`src/rtl/grey_pkg.sv`:
```
// Unit-distance decade code shared by the digit cells and the chain top:
// code constants plus encode/decode/legality helpers.
package grey_pkg;

  localparam logic [4:0] cCode0 = 5'b11000;
  localparam logic [4:0] cCode1 = 5'b11001;
  localparam logic [4:0] cCode2 = 5'b10001;
  localparam logic [4:0] cCode3 = 5'b10011;
  localparam logic [4:0] cCode4 = 5'b00011;
  localparam logic [4:0] cCode5 = 5'b00111;
  localparam logic [4:0] cCode6 = 5'b00110;
  localparam logic [4:0] cCode7 = 5'b01110;
  localparam logic [4:0] cCode8 = 5'b01100;
  localparam logic [4:0] cCode9 = 5'b11100;

  // Nibbles above 9 map to code 0 so a bad load lands on a legal value.
  function automatic logic [4:0] encode(input logic [3:0] bcd);
    case (bcd)
      4'd0:    return cCode0;
      4'd1:    return cCode1;
      4'd2:    return cCode2;
      4'd3:    return cCode3;
      4'd4:    return cCode4;
      4'd5:    return cCode5;
      4'd6:    return cCode6;
      4'd7:    return cCode7;
      4'd8:    return cCode8;
      4'd9:    return cCode9;
      default: return cCode0;
    endcase
  endfunction

  // Illegal codes decode as 0, which is also how the carry chain treats them.
  function automatic logic [3:0] decode(input logic [4:0] code);
    case (code)
      cCode0:  return 4'd0;
      cCode1:  return 4'd1;
      cCode2:  return 4'd2;
      cCode3:  return 4'd3;
      cCode4:  return 4'd4;
      cCode5:  return 4'd5;
      cCode6:  return 4'd6;
      cCode7:  return 4'd7;
      cCode8:  return 4'd8;
      cCode9:  return 4'd9;
      default: return 4'd0;
    endcase
  endfunction

  function automatic logic isLegal(input logic [4:0] code);
    case (code)
      cCode0, cCode1, cCode2, cCode3, cCode4,
      cCode5, cCode6, cCode7, cCode8, cCode9: return 1'b1;
      default:                                return 1'b0;
    endcase
  endfunction

endpackage

```
`src/rtl/grey_digit.sv`:
```
// One decade digit: code register with reset, load, illegal-code scrub and
// carry-qualified up/down stepping.
module grey_digit
  import grey_pkg::*;
#(
  parameter logic [3:0] pINIT_BCD = 4'd0
) (
  input  logic       clk_i,
  input  logic       rst_i,
  input  logic       load_i,
  input  logic [3:0] loadBcd_i,
  input  logic       step_i,
  input  logic       dn_i,
  output logic [4:0] code_o,
  output logic [3:0] bcd_o,
  output logic       isNine_o,
  output logic       isZero_o,
  output logic       illegal_o,
  output logic       badLoad_o
);

  logic [4:0] code_q, code_d;

  assign code_o    = code_q;
  assign bcd_o     = decode(code_q);
  assign isNine_o  = (bcd_o == 4'd9);
  assign isZero_o  = (bcd_o == 4'd0);
  assign illegal_o = ~isLegal(code_q);
  assign badLoad_o = (loadBcd_i > 4'd9);

  // A scrub beats a step, so an illegal digit never advances on the same edge.
  always_comb begin
    code_d = code_q;
    if (rst_i) begin
      code_d = encode(pINIT_BCD);
    end else if (load_i) begin
      code_d = encode(loadBcd_i);
    end else if (illegal_o) begin
      code_d = cCode0;
    end else if (step_i) begin
      if (dn_i) begin
        code_d = encode((bcd_o == 4'd0) ? 4'd9 : bcd_o - 4'd1);
      end else begin
        code_d = encode((bcd_o == 4'd9) ? 4'd0 : bcd_o + 4'd1);
      end
    end
  end

  always_ff @(posedge clk_i) begin
    code_q <= code_d;
  end

endmodule

```
`src/rtl/grey_decade_chain.sv`:
```
// Cascaded unit-distance decade counter: pDIGITS digit cells sharing a
// single-cycle carry/borrow look-ahead, plus registered wrap and error pulses.
module grey_decade_chain
  import grey_pkg::*;
#(
  parameter int unsigned pDIGITS = 4,
  parameter int unsigned pINIT   = 0
) (
  input  logic                   i_clk,
  input  logic                   i_rst,
  input  logic                   i_en,
  input  logic                   i_dn,
  input  logic                   i_load,
  input  logic [4*pDIGITS-1:0]   i_load_bcd,
  output logic [5*pDIGITS-1:0]   o_cnt,
  output logic [4*pDIGITS-1:0]   o_bcd,
  output logic                   o_roll,
  output logic                   o_zero,
  output logic                   o_err
);

  localparam int unsigned cMod     = 10 ** pDIGITS;
  localparam int unsigned cInitMod = pINIT % cMod;

  logic [pDIGITS-1:0] isNine, isZero, illegal, badNib, step;
  logic               roll_q, roll_d, err_q, err_d;

  // Each digit looks at all lower digits directly instead of through a
  // rippled chain, so the whole counter settles within the cycle.
  for (genvar k = 0; k < pDIGITS; k++) begin : genDigit
    localparam int unsigned        cInitDigit = (cInitMod / (10 ** k)) % 10;
    localparam logic [pDIGITS-1:0] cBelow     = pDIGITS'((1 << k) - 1);

    assign step[k] = i_en & (i_dn ? &(isZero | ~cBelow) : &(isNine | ~cBelow));

    grey_digit #(
      .pINIT_BCD(4'(cInitDigit))
    ) uDigit (
      .clk_i    (i_clk),
      .rst_i    (i_rst),
      .load_i   (i_load),
      .loadBcd_i(i_load_bcd[4*k +: 4]),
      .step_i   (step[k]),
      .dn_i     (i_dn),
      .code_o   (o_cnt[5*k +: 5]),
      .bcd_o    (o_bcd[4*k +: 4]),
      .isNine_o (isNine[k]),
      .isZero_o (isZero[k]),
      .illegal_o(illegal[k]),
      .badLoad_o(badNib[k])
    );
  end

  // A wrap only counts when every digit actually steps; a scrubbed digit breaks it.
  always_comb begin
    roll_d = 1'b0;
    err_d  = 1'b0;
    if (!i_rst) begin
      err_d = (i_load & |badNib) | (|illegal);
      if (!i_load && i_en && !(|illegal)) begin
        roll_d = i_dn ? &isZero : &isNine;
      end
    end
  end

  always_ff @(posedge i_clk) begin
    roll_q <= roll_d;
    err_q  <= err_d;
  end

  assign o_roll = roll_q;
  assign o_err  = err_q;
  assign o_zero = (o_bcd == '0);

endmodule

```
`config.mk`:
```
export PLATFORM = sky130hd
export DESIGN_NAME = grey_decade_chain
export DESIGN_NICKNAME = d
export VERILOG_FILES = /design/src/rtl/grey_pkg.sv /design/src/rtl/grey_digit.sv /design/src/rtl/grey_decade_chain.sv
export SDC_FILE = /design/constraint.sdc
export NUM_CORES = 1
export LEC_CHECK = 0
export ABC_AREA = 1
export CORE_ASPECT_RATIO = 1.1
export CORE_MARGIN = 4
export CORE_UTILIZATION = 55
export DETAILED_ROUTE_END_ITERATION = 12
export PLACE_DENSITY = 0.85
export SYNTH_ARGS = -nofsm -noshare
export SYNTH_HDL_FRONTEND = slang
export SYNTH_SLANG_ARGS = --single-unit
```
`constraint.sdc`:
```
create_clock -name i_clk -period 3.9 [get_ports i_clk]
set_input_delay 0.78 -clock i_clk [delete_from_list [all_inputs] [get_ports i_clk]]
set_output_delay 0.78 -clock i_clk [all_outputs]
set_load 0.01 [all_outputs]
```
==> impl_results.md <==
- Clock slew at reported path FFs: 0.08 ns
- Clk Latency, worst-skew pair: 0.30 ns
- Most common cell after layout, fill and taps aside: nand2_1
- Share of cells above drive strength 1: 0.1293
- Vias in the first global route: 3,376
- Pint: 986.6 uW
- Core ar.: 5769 um2
- Initial antenna violation count: 0
- Flop pwr share: 0.333
- Largest fanout on the critical path: 9
- DR vias: 3,715
- DR pass1 iterations: 5
- Worst Path Class, Setup: reg2out
- Post-synthesis cell area: 3278 um2
- Row cnt: 29
- Reg2Reg Depth: 11
- GP Congestion: 0.9568
- CTS tree: yes
- Worst Path Required: 3.12 ns
- Die W: 81.61 um
- Worst Tran Pin Value: 0.6760 ns
- Setup violators final: 0
- Hold-fix buffers at CTS: 0
- Final layout net count: 610
- WL per Instance: 13.25 um
- Startpoint Class: register
- Leading area contributor after synthesis: dfxtp_1
- Die area: 7261 um2
- Post-Synthesis Cells: 530
- Post-cts sizing count: 0
- Die H: 88.97 um
- Antenna-violating nets left: 0
- Setup TNS: 0 ns
- Starting Density: 0.5682
- Slew headroom: 0.5488
- Number of fill cells in the layout: 489
- Vias/cell: 5.586
- YS warnings: 0
- Pwr Density: 437.4 nW/um2
- Crit path DAT: 2.11 ns
- Area grow syn2layout: 21.98%
- First-pass GRT wire length: 14,410 um
- Max_cap viols: 0
- Synth area leaders: dfxtp_1 26%, nand2_1 18%, nand3_1 7.6%
- Syn_nets: 551
- Register area share after synthesis: 0.2565
- Hold Crit Depth: 2
- Share of the synthesized area in the top cell type: 0.2565
- Placed Instances: 659
- Total track usage: 0.2475
- CTS sink cnt: 42
- Synth Register Bits: 42
- Psw: 762.3 uW
- Drt drc: 0
- H-Tree Depth: 2
- Hpwl dp: 6850 um
- TritonCTS Buffers: 5
- RSZ-0062 raised after global routing: no
- Synth unique cells: 39
- Pin count of the biggest net entering global routing: 25
- Ant. Diodes: 0
- Net Sw Frac: 0.4359
- Ports: 60
- Slew Viols, Final: 0
- Min Clock Period, post-route: 2.891 ns
- Worst Setup End Kind: primary output
- 1st-iter DRT viols: 339
- Drt total wl: 8811 um
- Max clock buf depth: 2
- Clock power share: 0.162
- Min Hold Slack: 0.5670 ns
- Design area: 3999 um2
- Syn Area/Cell: 6.185 um2
- Clock skew: 0.005412 ns
- Grt ovf: 0
- Final hold violation count: 0
- Post-CTS setup buffer count: 0
- Fin crit share: 0.7412
- Status: completed
- Logic pwr share: 0.506
- Hold WC Path Type: reg2reg
- Static leakage: 1.885 nW
- Placed instance area: 3916 um2
- Fin cells: 665
- Fmax: 345.9 MHz
- Peak supply drop: 0.0002844 V
- Port bufs: 59
- Most frequent cells in the layout: 153 x nand2_1, 59 x clkdlybuf4s50_1, 58 x inv_1
- Root Buffer: clkbuf_8
==> routing by layer <==
layer  track usage  wire, um
met2        0.4281      4318
met5             0         0
met4       0.09063       203
met3       0.04839       562
met1        0.3046      3727
==> critical path: stages (launching register included) <==
cell	delay (ns)
dfxtp_1	0.41
nor2_4	0.19
nand2_2	0.10
nor2_1	0.12
nand2_1	0.11
nor3_1	0.27
clkdlybuf4s50_1	0.60
==> cell families after synthesis <==
logic type / synth area share
buf+inv: 0.1015
flops: 0.2565
simple gates: 0.4836
compound gates: 0.1584
==> power groups by stage <==
stage | clock, mW | sequential [mW] | combinational, mW
detailed placement | 0 | 0.589 | 0.869
global route | 0.297 | 0.592 | 0.983
global placement | 0 | 0.589 | 0.848
finish | 0.283 | 0.582 | 0.885
floorplan | 0 | 0.601 | 0.572
CTS | 0.284 | 0.581 | 0.875
==> synthesized netlist by cell type <==
cell and instances:
nand2_1 153, inv_1 58, nand3_1 50, nor2_1 49
dfxtp_1 42, a21oi_1 34, o21ai_0 29, nand3_2 11
nand2_2 10, nor2_2 10, inv_2 9, o211ai_1 9
nand2_4 7, nand4_1 7, nor3_1 5, o21ai_2 5
nand3_4 4, nor2_4 4, buf_2 3, buf_4 3
nand3b_1 3, a22oi_1 2, buf_6 2, inv_4 2
o21ai_1 2, o221ai_1 2, o311ai_0 2, or2_2 2
a21oi_2 1, a31oi_1 1, clkbuf_1 1, clkinv_2 1
nand4_2 1, nor3_2 1, nor4_1 1, nor4b_1 1
o211a_1 1, o31ai_1 1, or2_1 1
==> final timing paths <==
kind | startpoint | end | slack [ns]
setup / recovery | genDigit[0].uDigit.bcd_o[1]$_DFF_P_ | o_zero | 1.01
hold / removal | genDigit[2].uDigit.code_o[4]$_SDFFE_PP1N_ | genDigit[2].uDigit.code_o[4]$_SDFFE_PP1N_ | 0.57
setup reg to reg | genDigit[0].uDigit.bcd_o[1]$_DFF_P_ | register | 1.88
hold reg to reg | genDigit[2].uDigit.code_o[4]$_SDFFE_PP1N_ | genDigit[2].uDigit.code_o[4]$_SDFFE_PP1N_ | 0.57
==> state kept, by name, summed over array words and instances, names as in the netlist, named ones only <==
signal / cells
genDigit.uDigit.bcd_o: 16
o_err: 1
o_roll: 1
genDigit.uDigit.code_o: 20
==> stage by stage <==
stage | utilization | power, mW | worst slack [ns]
2_1_floorplan | - | 1.173 | 1.806
3_3_place_gp | 0.6788 | 1.437 | 0.9662
3_5_place_dp | 0.6788 | 1.458 | 0.9185
4_1_cts | 0.6931 | 1.740 | 1.034
5_1_grt | 0.6931 | 1.872 | 0.7664
6_report | 0.6931 | 1.749 | 1.009
==> cell type report <==
type / count / area, um2 / share of cell area
sequential: 42 / 840.8 / 0.2103
timing repair buffer: 61 / 605.6 / 0.1514
clock buffer: 6 / 82.58 / 0.02065
multi-input combinational: 409 / 2105 / 0.5263
inverter: 70 / 269.0 / 0.06727
tap: 77 / 96.34 / 0.02409
No activity file was read; power rests on OpenSTA's default activity.
